`config.mk`:
```
export PLATFORM = sky130hd
export DESIGN_NAME = fetch_unit_flat
export DESIGN_NICKNAME = d
export VERILOG_FILES = /design/src/rtl/fetch_pkg.sv /design/src/rtl/fetch_unit_if.sv /design/src/rtl/fetch_unit_pc_reg.sv /design/src/rtl/fetch_unit.sv /design/src/flat_wrapper.sv
export SDC_FILE = /design/constraint.sdc
export NUM_CORES = 1
export LEC_CHECK = 0
export ABC_CLOCK_PERIOD_IN_PS = 5800
export CAP_MARGIN = 0
export CORE_MARGIN = 2
export CORE_UTILIZATION = 30
export DETAILED_ROUTE_END_ITERATION = 10
export PLACE_DENSITY = 0.6
export SYNTH_ARGS = -nofsm -noshare
export SYNTH_HDL_FRONTEND = slang
export SYNTH_HIERARCHICAL = 1
export SYNTH_SLANG_ARGS = --single-unit
```
`constraint.sdc`:
```
create_clock -name clk -period 5.8 [get_ports clk]
set_clock_uncertainty 0.05 [all_clocks]
set_input_delay 0.87 -clock clk [delete_from_list [all_inputs] [get_ports clk]]
set_output_delay 0.87 -clock clk [all_outputs]
set_load 0.005 [all_outputs]
```
`src/rtl/fetch_pkg.sv`:
```
`default_nettype none
// ============================================================================
// Module : fetch_pkg
// Brief  : Shared FSM state encoding and default halt encoding for fetch_unit.
// Rev    : 1.0 - initial release
// ============================================================================
package fetch_pkg;

    typedef enum logic [1:0] {
        IDLE   = 2'd0,
        RUN    = 2'd1,
        HALTED = 2'd2
    } state_t;

    // ebreak
    localparam logic [31:0] C_HALT_INST = 32'h0010_0073;

endpackage : fetch_pkg
`default_nettype wire

```
`src/rtl/fetch_unit_if.sv`:
```
`default_nettype none
// ============================================================================
// Module : fetch_unit_if
// Brief  : Instruction-memory, redirect and IF/ID handshake bundle.
// Rev    : 1.0 - initial release
// ============================================================================
interface fetch_unit_if #(
    parameter int ADDR_W = 5,
    parameter int INST_W = 32
);
    logic              redir_valid;
    logic [ADDR_W-1:0] redir_pc;
    logic [ADDR_W-1:0] imem_addr;
    logic [INST_W-1:0] imem_data;
    logic              out_valid;
    logic              out_ready;
    logic [INST_W-1:0] out_inst;
    logic [ADDR_W-1:0] out_pc;

    modport master (
        input  redir_valid, redir_pc, imem_data, out_ready,
        output imem_addr, out_valid, out_inst, out_pc
    );

    modport slave (
        output redir_valid, redir_pc, imem_data, out_ready,
        input  imem_addr, out_valid, out_inst, out_pc
    );
endinterface : fetch_unit_if
`default_nettype wire

```
`src/rtl/fetch_unit_pc_reg.sv`:
```
`default_nettype none
// ============================================================================
// Module : pc_reg
// Brief  : Program counter with redirect load and wrapping increment.
// Rev    : 1.0 - initial release
// ============================================================================
module pc_reg #(
    parameter int ADDR_W   = 5,
    parameter int RESET_PC = 0
) (
    input  wire logic              clk,
    input  wire logic              rst,
    input  wire logic              i_load,
    input  wire logic [ADDR_W-1:0] i_load_pc,
    input  wire logic              i_incr,
    output logic      [ADDR_W-1:0] o_pc
);

    logic [ADDR_W-1:0] r_pc;
    logic [ADDR_W-1:0] w_pc_nxt;

    // Redirect outranks increment; the adder wraps naturally at ADDR_W bits.
    always_comb begin
        w_pc_nxt = r_pc;
        if (i_load) begin
            w_pc_nxt = i_load_pc;
        end else if (i_incr) begin
            w_pc_nxt = r_pc + {{(ADDR_W-1){1'b0}}, 1'b1};
        end
    end

    always_ff @(posedge clk) begin
        if (rst) begin
            r_pc <= ADDR_W'(RESET_PC);
        end else begin
            r_pc <= w_pc_nxt;
        end
    end

    assign o_pc = r_pc;

endmodule : pc_reg
`default_nettype wire

```
`src/rtl/fetch_unit.sv`:
```
`default_nettype none
// ============================================================================
// Module : fetch_unit
// Brief  : Instruction fetch FSM and IF/ID register; optional perf counters
//          (fetch_cnt/stall_cnt) built when FETCH_PERF_EN is defined.
// Rev    : 1.0 - initial release
// ============================================================================
module fetch_unit
    import fetch_pkg::*;
#(
    parameter int                ADDR_W    = 5,
    parameter int                INST_W    = 32,
    parameter int                RESET_PC  = 0,
    parameter logic [INST_W-1:0] HALT_INST = C_HALT_INST
) (
    input  wire logic    clk,
    input  wire logic    rst,
    input  wire logic    start,
    fetch_unit_if.master bus,
    output logic         halted
`ifdef FETCH_PERF_EN
    ,
    output logic [15:0]  fetch_cnt,
    output logic [15:0]  stall_cnt
`endif
);

    state_t            r_state;
    state_t            w_state_nxt;
    logic [ADDR_W-1:0] w_pc;
    logic              w_fetch;
    logic              r_out_valid;
    logic [INST_W-1:0] r_out_inst;
    logic [ADDR_W-1:0] r_out_pc;

    // A fetch needs the IF/ID slot free (empty or draining) and no redirect.
    assign w_fetch = (r_state == RUN) && (!r_out_valid || bus.out_ready)
                     && !bus.redir_valid;

    pc_reg #(
        .ADDR_W   (ADDR_W),
        .RESET_PC (RESET_PC)
    ) u_pc_reg (
        .clk       (clk),
        .rst       (rst),
        .i_load    (bus.redir_valid),
        .i_load_pc (bus.redir_pc),
        .i_incr    (w_fetch),
        .o_pc      (w_pc)
    );

    always_comb begin
        w_state_nxt = r_state;
        case (r_state)
            IDLE: begin
                if (start) begin
                    w_state_nxt = RUN;
                end
            end
            RUN: begin
                if (w_fetch && (bus.imem_data == HALT_INST)) begin
                    w_state_nxt = HALTED;
                end
            end
            HALTED: begin
                w_state_nxt = HALTED;
            end
            default: begin
                w_state_nxt = IDLE;
            end
        endcase
        if (bus.redir_valid) begin
            w_state_nxt = RUN;
        end
    end

    always_ff @(posedge clk) begin
        if (rst) begin
            r_state <= IDLE;
        end else begin
            r_state <= w_state_nxt;
        end
    end

    // IF/ID register: flush on redirect, load on fetch, drain when consumed.
    always_ff @(posedge clk) begin
        if (rst) begin
            r_out_valid <= 1'b0;
            r_out_inst  <= '0;
            r_out_pc    <= '0;
        end else if (bus.redir_valid) begin
            r_out_valid <= 1'b0;
        end else if (w_fetch) begin
            r_out_valid <= 1'b1;
            r_out_inst  <= bus.imem_data;
            r_out_pc    <= w_pc;
        end else if (bus.out_ready) begin
            r_out_valid <= 1'b0;
        end
    end

    assign bus.imem_addr = w_pc;
    assign bus.out_valid = r_out_valid;
    assign bus.out_inst  = r_out_inst;
    assign bus.out_pc    = r_out_pc;
    assign halted        = (r_state == HALTED);

`ifdef FETCH_PERF_EN
    logic        w_stall;
    logic [15:0] r_fetch_cnt;
    logic [15:0] r_stall_cnt;

    assign w_stall = r_out_valid && !bus.out_ready && !bus.redir_valid;

    always_ff @(posedge clk) begin
        if (rst) begin
            r_fetch_cnt <= 16'd0;
            r_stall_cnt <= 16'd0;
        end else begin
            if (w_fetch && (r_fetch_cnt != 16'hFFFF)) begin
                r_fetch_cnt <= r_fetch_cnt + 16'd1;
            end
            if (w_stall && (r_stall_cnt != 16'hFFFF)) begin
                r_stall_cnt <= r_stall_cnt + 16'd1;
            end
        end
    end

    assign fetch_cnt = r_fetch_cnt;
    assign stall_cnt = r_stall_cnt;
`endif

endmodule : fetch_unit
`default_nettype wire

```
`src/flat_wrapper.sv`:
```
// flat-port wrapper written by rule: the top's interface ports become plain ports
module fetch_unit_flat import fetch_pkg::*;
#(
    parameter int                ADDR_W    = 5,
    parameter int                INST_W    = 32,
    parameter int                RESET_PC  = 0,
    parameter logic [INST_W-1:0] HALT_INST = C_HALT_INST
)
  (clk, rst, start, halted, bus_redir_valid, bus_redir_pc, bus_imem_data, bus_out_ready, bus_imem_addr, bus_out_valid, bus_out_inst, bus_out_pc);
  fetch_unit_if #(.ADDR_W(ADDR_W), .INST_W(INST_W)) bus_i ();
  input  wire logic clk;
  input  wire logic rst;
  input  wire logic start;
  output logic halted;
  input wire logic [$bits(bus_i.redir_valid)-1:0] bus_redir_valid;
  input wire logic [$bits(bus_i.redir_pc)-1:0] bus_redir_pc;
  input wire logic [$bits(bus_i.imem_data)-1:0] bus_imem_data;
  input wire logic [$bits(bus_i.out_ready)-1:0] bus_out_ready;
  output wire logic [$bits(bus_i.imem_addr)-1:0] bus_imem_addr;
  output wire logic [$bits(bus_i.out_valid)-1:0] bus_out_valid;
  output wire logic [$bits(bus_i.out_inst)-1:0] bus_out_inst;
  output wire logic [$bits(bus_i.out_pc)-1:0] bus_out_pc;
  assign bus_i.redir_valid = bus_redir_valid;
  assign bus_i.redir_pc = bus_redir_pc;
  assign bus_i.imem_data = bus_imem_data;
  assign bus_i.out_ready = bus_out_ready;
  assign bus_imem_addr = bus_i.imem_addr;
  assign bus_out_valid = bus_i.out_valid;
  assign bus_out_inst = bus_i.out_inst;
  assign bus_out_pc = bus_i.out_pc;
  fetch_unit #(.ADDR_W(ADDR_W), .INST_W(INST_W), .RESET_PC(RESET_PC), .HALT_INST(HALT_INST)) u_core (.clk(clk), .rst(rst), .start(start), .bus(bus_i), .halted(halted));
endmodule
```
==> report_table.html, run 1 <==
<table>
<tr><th>Metric</th><th>Value</th></tr>
<tr><th colspan="2">Finish</th></tr>
<tr><td>Share of layout cells above drive strength 1</td><td>3.32%</td></tr>
<tr><td>Synth-to-Final Area Change</td><td>54.2%</td></tr>
<tr><td>Number of inserted diodes</td><td>0</td></tr>
<tr><td>Final net count</td><td>346</td></tr>
<tr><th colspan="2">Synth</th></tr>
<tr><td>Register area share after synthesis</td><td>50.1%</td></tr>
<tr><td>Number of distinct standard cells referenced by the synthesized netlist</td><td>25</td></tr>
<tr><td>Post-Synthesis Net Count</td><td>266</td></tr>
<tr><td>Mapped Avg Cell Area</td><td>8.17 sq um</td></tr>
<tr><td>Synthesized instance count</td><td>220</td></tr>
<tr><td>Post-synthesis sequential element count</td><td>45</td></tr>
<tr><td>Synthesized area</td><td>0.00180 sq mm</td></tr>
<tr><td>Warnings from Yosys</td><td>6</td></tr>
<tr><th colspan="2">Drt</th></tr>
<tr><td>Remaining antenna violation count</td><td>0</td></tr>
<tr><td>Via density</td><td>4.61</td></tr>
<tr><td>Via count</td><td>1735</td></tr>
<tr><td>Average wire per cell in the routed design</td><td>12.8 um</td></tr>
<tr><td>Number of iterations in the first detailed-routing pass</td><td>4</td></tr>
<tr><td>Number of violations reported at the end of detailed-routing iteration 0</td><td>80</td></tr>
<tr><td>Post-detailed-routing wire length</td><td>4810 um</td></tr>
<tr><td>Count of unresolved DRC violations after routing</td><td>0</td></tr>
<tr><th colspan="2">Timing</th></tr>
<tr><td>Worst hold margin</td><td>0.406 ns</td></tr>
<tr><td>Transition time at the pin with the least slew margin</td><td>0.793 ns</td></tr>
<tr><td>Period minus WS final</td><td>3.59 ns</td></tr>
<tr><td>Number of failing setup endpoints in the final timing report</td><td>0</td></tr>
<tr><td>Post-route fraction of the period consumed by the critical path</td><td>62.0%</td></tr>
<tr><td>Max-slew headroom at the worst pin</td><td>47.1%</td></tr>
<tr><td>Final-layout setup total negative slack</td><td>0 ns</td></tr>
<tr><td>Worst setup margin</td><td>2.21 ns</td></tr>
<tr><td>Final Max Slew Viols</td><td>0</td></tr>
<tr><td>Hold Vio Cnt, Final</td><td>0</td></tr>
<tr><td>Unrepaired setup endpoints after global routing</td><td>no</td></tr>
<tr><td>Timing-limited maximum frequency</td><td>0.278 GHz</td></tr>
<tr><th colspan="2">CTS</th></tr>
<tr><td>Number of buffers inserted by hold repair at cts</td><td>0</td></tr>
<tr><td>CTS tree</td><td>done</td></tr>
<tr><td>Post-CTS repair timing setup buffer count</td><td>0</td></tr>
<tr><td>TritonCTS Buffers</td><td>5</td></tr>
<tr><td>CTS Sinks</td><td>45</td></tr>
<tr><td>Level count of the clock H-tree</td><td>2</td></tr>
<tr><td>Clk Latency, worst-skew pair</td><td>0.29 ns</td></tr>
<tr><td>Clock-pin slew of the registers on the worst-case setup and hold paths</td><td>0.07 ns</td></tr>
<tr><td>Quantity of gates resized following cts</td><td>0</td></tr>
<tr><td>Root cell of the clock tree</td><td>clkbuf_8</td></tr>
<tr><td>Worst-case clock buffer depth</td><td>2</td></tr>
<tr><th colspan="2">Placed design</th></tr>
<tr><td>Last weighted congestion value of the routability-driven placer</td><td>0.791</td></tr>
<tr><td>Setup slack after placement</td><td>1.90 ns</td></tr>
<tr><td>Sum of net half-perimeters after detailed placement</td><td>3470 um</td></tr>
<tr><td>IO Port Bufs</td><td>85</td></tr>
<tr><th colspan="2">Worst hold path</th></tr>
<tr><td>Class of the worst hold path</td><td>flop to flop</td></tr>
<tr><th colspan="2">Die</th></tr>
<tr><td>Overall die height</td><td>81.4 um</td></tr>
<tr><td>Placeable core area</td><td>0.00585 sq mm</td></tr>
<tr><td># rows</td><td>28</td></tr>
<tr><td>Die Outline Area</td><td>0.00662 sq mm</td></tr>
<tr><td>IO Pins</td><td>86</td></tr>
<tr><td>Die span in x</td><td>81.4 um</td></tr>
<tr><td>Effective utilization at floorplan</td><td>30.7%</td></tr>
<tr><th colspan="2">Worst setup path</th></tr>
<tr><td>Data required time of the worst path</td><td>5.90 ns</td></tr>
<tr><td>Critical path start-end classification</td><td>input pin to flop</td></tr>
<tr><td>Critical-path cell list</td><td>clkdlybuf4s50_1, or3b_4, inv_1, buf_4, mux2_1, mux2i_1, nor2_1</td></tr>
<tr><td>CP endpoint kind</td><td>flop</td></tr>
<tr><td>Arrival time at the worst endpoint</td><td>3.70 ns</td></tr>
<tr><td>Startpoint type of the worst setup path</td><td>input pin</td></tr>
<tr><td>Worst-path maximum fanout</td><td>39</td></tr>
<tr><td>Crit path max-delay cell type</td><td>or3b_4</td></tr>
<tr><td>Slowest cell delay on critical path</td><td>0.71 ns</td></tr>
<tr><th colspan="2">Run status</th></tr>
<tr><td>Result of the run</td><td>finished, final reports clean</td></tr>
<tr><th colspan="2">Global routing</th></tr>
<tr><td>Wire length of the first global-routing pass</td><td>7430 um</td></tr>
<tr><td>Largest net degree at the start of global routing</td><td>45</td></tr>
<tr><td>Number of antenna violations at the first check in global routing</td><td>0</td></tr>
<tr><td>Sum of overflow across all layers after global routing</td><td>0</td></tr>
<tr><td>Vias in the first global route</td><td>1590</td></tr>
<tr><td>Overall routing resource usage</td><td>14.9%</td></tr>
<tr><th colspan="2">Power</th></tr>
<tr><td>Worst ir drop on vdd</td><td>117 uV</td></tr>
<tr><td>Cell area power density</td><td>230 mW/mm^2</td></tr>
<tr><td>Leakage</td><td>0.000998 uW</td></tr>
<tr><th colspan="2">Flow run</th></tr>
<tr><td>Max-Cap Viols</td><td>0</td></tr>
</table>
-- cell type report --
| type | count | area, sq um |
|---|---|---|
| inverter | 7 | 26.3 |
| fill | 589 | 3080 |
| multi-input combinational | 155 | 816 |
| tap | 75 | 93.8 |
| clock buffer | 8 | 80.1 |
| sequential | 45 | 901 |
| timing repair buffer | 86 | 853 |
-- registers in the layout (all words and copies together), names as in the netlist --
register and count:
u_core/u_pc_reg/o_pc 5, u_core/bus.out_valid 1, u_core/bus.out_pc 5, u_core/r_state 2, u_core/bus.out_inst 32
-- metal layers --
| metal | wire (um) | vias up | share of wire (%) | global-route usage [%] |
|---|---|---|---|---|
| met3 | 432 | 8 | 9.0 | 4.89 |
| li1 | - | 888 | - | - |
| met1 | 2120 | 778 | 44 | 18.5 |
| met5 | 0 | - | 0 | 0 |
| met4 | 71 | 0 | 1.5 | 6.78 |
| met2 | 2190 | 61 | 46 | 23.4 |
-- worst paths after layout --
kind | from | end | slack, ns | depth (start not counted)
max | bus_redir_valid | u_core/u_pc_reg/o_pc[1] | 2.21 | 7
min reg2reg | u_core/bus.out_inst[21] | u_core/bus.out_inst[21] | 0.41 | 2
max reg2reg | u_core/r_state[1] | u_core/u_pc_reg/o_pc[1] | 2.91 | 8
min | u_core/bus.out_inst[21] | u_core/bus.out_inst[21] | 0.41 | 2
-- cells in the final DEF (no fill, tap or decap) --
cell | netlist | final
a211oi_2 | 1 | 1
o41ai_4 | 1 | 1
clkdlybuf4s50_1 | 0 | 84
nand2b_1 | 1 | 1
nor2_1 | 4 | 4
xnor2_1 | 3 | 3
nor3_1 | 1 | 1
mux2_1 | 1 | 1
mux2i_1 | 2 | 2
and4b_1 | 1 | 1
inv_1 | 7 | 7
nor2b_1 | 1 | 1
nor4_1 | 4 | 4
nand4_1 | 4 | 4
dfxtp_1 | 45 | 45
ha_1 | 4 | 4
clkbuf_8 | 0 | 5
a41o_1 | 1 | 1
nor4b_1 | 2 | 2
buf_4 | 0 | 1
o21a_1 | 4 | 4
a211oi_1 | 1 | 1
a21oi_1 | 41 | 41
buf_2 | 4 | 1
clkbuf_1 | 9 | 3
nand2_1 | 76 | 76
xor2_1 | 1 | 1
or3b_4 | 1 | 1
-- cells by family (layout without fill, tap and decap cells) --
group | count (synthesis) | count (layout) | share of synthesized area [%]
AND/OR/NAND/NOR | 95 | 95 | 22.6
AO/OA/AOI/OAI | 49 | 49 | 16.3
flip-flops | 45 | 45 | 50.1
buffers and inverters | 20 | 101 | 4.46
adder cells (fa/ha/maj) | 4 | 4 | 2.79
XOR/XNOR | 4 | 4 | 1.95
multiplexers | 3 | 3 | 1.74
-- where the power goes --
group          internal, uW  switching (uW)
Clock                  85.6            96.9
Sequential              325            11.1
Combinational          68.3            49.5
-- through the flow --
stage | util [%] | total power (uW) | cells | instance area [sq um]
floorplan | - | 390 | 220 | 1800
global placement | 46.0 | 461 | 368 | 2690
detailed placement | 46.0 | 463 | 368 | 2690
CTS | 47.3 | 647 | 376 | 2770
global route | 47.3 | 676 | 376 | 2770
finish | 47.3 | 637 | 376 | 2770
-- cells in the mapped netlist --
cell type,instances,area [sq um]
o41ai_4,1,27.5
nand2b_1,1,6.26
mux2_1,1,11.3
a41o_1,1,10.0
xor2_1,1,8.76
nor4_1,4,25.0
a21oi_1,41,205
o21a_1,4,30.0
or3b_4,1,11.3
dfxtp_1,45,901
a211oi_1,1,7.51
a211oi_2,1,12.5
xnor2_1,3,26.3
mux2i_1,2,20.0
buf_2,4,20.0
nand2_1,76,285
nor3_1,1,5.00
nand4_1,4,25.0
and4b_1,1,10.0
nor2b_1,1,6.26
nor2_1,4,15.0
ha_1,4,50.1
inv_1,7,26.3
clkbuf_1,9,33.8
nor4b_1,2,17.5
-- worst max-delay path, delay by kind of cell --
| family | cells | cell delay [ns] |
|---|---|---|
| buffers and inverters | 3 | 1.58 |
| and+or+nand+nor | 2 | 0.76 |
| muxes | 2 | 0.47 |
(Power assumes the default switching activity.)
==> inputs of run 2 (changes only) <==
ABC_CLOCK_PERIOD_IN_PS = 3700   (was 5800)
clock period = 3.7 ns   (was 5.8 ns; I/O delays follow)
==> run 2 against run 1 <==
  * Final cell count did not move
  * Flip-flop and latch count unchanged
  * Cell area rose by 0.77%
  * Count of clock-buffer cells in the layout fell by 1
  * Global-route usage increased by 0.78 points
  * Worst hold slack worse by 0.0024 ns
  * Sequential power is 57% higher
  * Critical path depth fell by 1
  * First-iteration DRC count decreased by 3.8%
  * Largest power group unchanged
==> report_table.html, run 2 (synthesis gave the netlist of run 1 again) <==
<table>
<tr><th>Metric</th><th>Value</th></tr>
<tr><th colspan="2">Global routing</th></tr>
<tr><td>Largest net degree at the start of global routing</td><td>45 (unchanged)</td></tr>
<tr><td>Overall routing resource usage</td><td>15.7% (+0.78 points)</td></tr>
<tr><td>Vias in the first global route</td><td>1702 (+7.0%)</td></tr>
<tr><td>Sum of overflow across all layers after global routing</td><td>0 (unchanged)</td></tr>
<tr><td>Number of antenna violations at the first check in global routing</td><td>0 (unchanged)</td></tr>
<tr><td>Wire length of the first global-routing pass</td><td>7900 um (+6.3%)</td></tr>
<tr><th colspan="2">Timing</th></tr>
<tr><td>Unrepaired setup endpoints after global routing</td><td>no</td></tr>
<tr><td>Timing-limited maximum frequency</td><td>0.376 GHz</td></tr>
<tr><td>Max-slew headroom at the worst pin</td><td>45.4% (-1.7 points)</td></tr>
<tr><td>Number of failing setup endpoints in the final timing report</td><td>0 (unchanged)</td></tr>
<tr><td>Worst setup margin</td><td>1.04 ns (-1.17 ns)</td></tr>
<tr><td>Period minus WS final</td><td>2.66 ns</td></tr>
<tr><td>Transition time at the pin with the least slew margin</td><td>0.818 ns (+0.0252 ns)</td></tr>
<tr><td>Final-layout setup total negative slack</td><td>0 ns (unchanged)</td></tr>
<tr><td>Final Max Slew Viols</td><td>0 (unchanged)</td></tr>
<tr><td>Hold Vio Cnt, Final</td><td>0 (unchanged)</td></tr>
<tr><td>Post-route fraction of the period consumed by the critical path</td><td>71.9%</td></tr>
<tr><th colspan="2">Placed design</th></tr>
<tr><td>Setup slack after placement</td><td>0.743 ns (-1.16 ns)</td></tr>
<tr><td>Last weighted congestion value of the routability-driven placer</td><td>0.780 (-1.4%)</td></tr>
<tr><td>IO Port Bufs</td><td>85 (unchanged)</td></tr>
<tr><td>Cell area reported after detailed placement</td><td>0.00269 sq mm (unchanged)</td></tr>
<tr><td>Sum of net half-perimeters after detailed placement</td><td>3530 um (+1.6%)</td></tr>
<tr><th colspan="2">Die</th></tr>
<tr><td>Overall die height</td><td>81.4 um (unchanged)</td></tr>
<tr><td>Die Outline Area</td><td>0.00662 sq mm (unchanged)</td></tr>
<tr><td># rows</td><td>28 (unchanged)</td></tr>
<tr><td>Effective utilization at floorplan</td><td>30.7% (unchanged)</td></tr>
<tr><td>IO Pins</td><td>86 (unchanged)</td></tr>
<tr><td>Die span in x</td><td>81.4 um (unchanged)</td></tr>
<tr><td>Placeable core area</td><td>0.00585 sq mm (unchanged)</td></tr>
<tr><th colspan="2">Drt</th></tr>
<tr><td>Number of iterations in the first detailed-routing pass</td><td>4 (unchanged)</td></tr>
<tr><td>Via density</td><td>4.66 (+1.0%)</td></tr>
<tr><td>Average wire per cell in the routed design</td><td>13.2 um (+3.4%)</td></tr>
<tr><td>Remaining antenna violation count</td><td>0 (unchanged)</td></tr>
<tr><td>Via count</td><td>1753 (+1.0%)</td></tr>
<tr><td>Number of violations reported at the end of detailed-routing iteration 0</td><td>77 (-3.8%)</td></tr>
<tr><td>Post-detailed-routing wire length</td><td>4980 um (+3.4%)</td></tr>
<tr><td>Count of unresolved DRC violations after routing</td><td>0 (unchanged)</td></tr>
<tr><th colspan="2">Power</th></tr>
<tr><td>Worst ir drop on vdd</td><td>155 uV (+32%)</td></tr>
<tr><td>Proportion of power drawn by combinational gates</td><td>17.9% (-0.6 points)</td></tr>
<tr><td>Sw frac</td><td>24.4% (-0.34 points)</td></tr>
<tr><td>Overall power consumption</td><td>1040 uW (+63%)</td></tr>
<tr><td>Internal portion of total power</td><td>786 uW (+64%)</td></tr>
<tr><td>Leakage</td><td>0.00101 uW (+1.5%)</td></tr>
<tr><td>Switching power summed over all nets</td><td>254 uW (+61%)</td></tr>
<tr><td>Seq pwr share</td><td>50.7% (-2.1 points)</td></tr>
<tr><td>Share of total power in the clock network</td><td>31.4% (+2.7 points)</td></tr>
<tr><td>Cell area power density</td><td>372 mW/mm^2 (+62%)</td></tr>
<tr><th colspan="2">Worst setup path</th></tr>
<tr><td>Startpoint of the lowest-slack register-to-register path</td><td>u_core/r_state[1]</td></tr>
<tr><td>Worst-path maximum fanout</td><td>39 (unchanged)</td></tr>
<tr><td>Startpoint type of the worst setup path</td><td>input pin</td></tr>
<tr><td>Capturing point of the worst reg2reg path</td><td>u_core/bus.out_inst[10]</td></tr>
<tr><td>Worst reg2reg setup slack</td><td>1.41 ns (-1.50 ns)</td></tr>
<tr><td>Data required time of the worst path</td><td>3.86 ns (-2.04 ns)</td></tr>
<tr><td>Critical path start-end classification</td><td>input pin to flop</td></tr>
<tr><td>CP endpoint kind</td><td>flop</td></tr>
<tr><td>Arrival time at the worst endpoint</td><td>2.82 ns (-0.88 ns)</td></tr>
<tr><td>R2R cell count</td><td>7 (-1)</td></tr>
<tr><th colspan="2">CTS</th></tr>
<tr><td>Post-CTS repair timing setup buffer count</td><td>0 (unchanged)</td></tr>
<tr><td>CTS Sinks</td><td>45 (unchanged)</td></tr>
<tr><td>Worst-case clock buffer depth</td><td>2 (unchanged)</td></tr>
<tr><td>Quantity of gates resized following cts</td><td>0 (unchanged)</td></tr>
<tr><td>Root cell of the clock tree</td><td>clkbuf_8</td></tr>
<tr><td>Level count of the clock H-tree</td><td>2 (unchanged)</td></tr>
<tr><td>Clk Latency, worst-skew pair</td><td>0.29 ns (about the same)</td></tr>
<tr><td>CTS tree</td><td>done</td></tr>
<tr><td>Number of buffers inserted by hold repair at cts</td><td>0 (unchanged)</td></tr>
<tr><td>TritonCTS Buffers</td><td>5 (unchanged)</td></tr>
<tr><td>Clock-pin slew of the registers on the worst-case setup and hold paths</td><td>0.08 ns (about the same)</td></tr>
<tr><th colspan="2">Worst hold path</th></tr>
<tr><td>End point of the most critical hold path</td><td>u_core/bus.out_inst[15]</td></tr>
<tr><td>Class of the worst hold path</td><td>flop to flop</td></tr>
<tr><td>Startpoint of the worst hold path</td><td>u_core/bus.out_inst[15]</td></tr>
<tr><td>Number of cells on the worst hold path</td><td>2 (unchanged)</td></tr>
<tr><th colspan="2">Finish</th></tr>
<tr><td>Flip-flop count of the largest register after layout</td><td>32 (unchanged)</td></tr>
<tr><td>Share of layout cells above drive strength 1</td><td>4.32% (+1.0 points)</td></tr>
<tr><td>Commonest cells after routing, fill and taps aside</td><td>clkdlybuf4s50_1 (84), nand2_1 (76), dfxtp_1 (45), a21oi_1 (41)</td></tr>
<tr><td>Post-layout instance area</td><td>0.00279 sq mm (+0.77%)</td></tr>
<tr><td>Share of the core filled with cells</td><td>47.7% (+0.36 points)</td></tr>
<tr><td>Synth-to-Final Area Change</td><td>55.4%</td></tr>
<tr><td>Final net count</td><td>346 (unchanged)</td></tr>
<tr><td>Number of inserted diodes</td><td>0 (unchanged)</td></tr>
<tr><td>Most common library cell in the layout ignoring fill and taps</td><td>clkdlybuf4s50_1</td></tr>
<tr><th colspan="2">Run status</th></tr>
<tr><td>Result of the run</td><td>finished, final reports clean</td></tr>
<tr><th colspan="2">Flow run</th></tr>
<tr><td>Max-Cap Viols</td><td>0 (unchanged)</td></tr>
</table>
[run 2: changes by cell type in the layout (fill, tap and decap cells not counted)]
| cell | change |
|---|---|
| clkbuf_1 | -3 |
| clkinv_2 | +1 |
| clkbuf_8 | +2 |
[run 2: cell type report]
cell class | instances | area [sq um]
Fill cell | 593 | 3060
Sequential cell | 45 | 901
Timing Repair Buffer | 86 | 853
Multi-Input combinational cell | 155 | 816
Clock buffer | 7 | 96.3
Tap cell | 75 | 93.8
Inverter | 7 | 26.3
Clock inverter | 1 | 5.00
[run 2: metal layers]
metal  share of wire, %  global-route usage (%)
met3                7.1                    4.89
met1                 44                    18.9
met5                  0                       0
met2                 48                    26.5
met4                1.2                    5.08
[run 2: power groups by stage]
stage | Combinational, uW | Sequential (uW) | Clock [uW]
after floorplan | 73.4 | 538 | 0
after CTS | 188 | 528 | 340
after global placement | 185 | 539 | 0
after global routing | 205 | 531 | 369
final | 186 | 527 | 326
after detailed placement | 187 | 539 | 0
[run 2: per-stage QoR]
stage,cells,hold slack (ns)
finish,376,0.404
global route,376,0.434
CTS,376,0.409
detailed placement,368,0.397
global placement,368,0.394
floorplan,220,0.403
[run 2: worst max-delay path: stages]
cell	delay, ns
clkdlybuf4s50_1	0.66
or3b_4	0.71
inv_1	0.24
buf_4	0.40
nand2_1	0.09
a21oi_1	0.14
[run 2: worst max path at each step]
| stage | from | end | slack [ns] | cells after the start |
|---|---|---|---|---|
| after floorplan | u_core/r_state[1] | u_core/u_pc_reg/o_pc[1] | 1.61 | 8 |
| after global placement | bus_redir_valid | u_core/bus.out_inst[18] | 0.78 | 6 |
| after detailed placement | bus_redir_valid | u_core/bus.out_inst[19] | 0.74 | 6 |
| after CTS | bus_redir_valid | u_core/bus.out_inst[19] | 1.04 | 6 |
| after global routing | bus_redir_valid | u_core/bus.out_inst[9] | 0.92 | 6 |
| final | bus_redir_valid | u_core/bus.out_inst[10] | 1.04 | 6 |
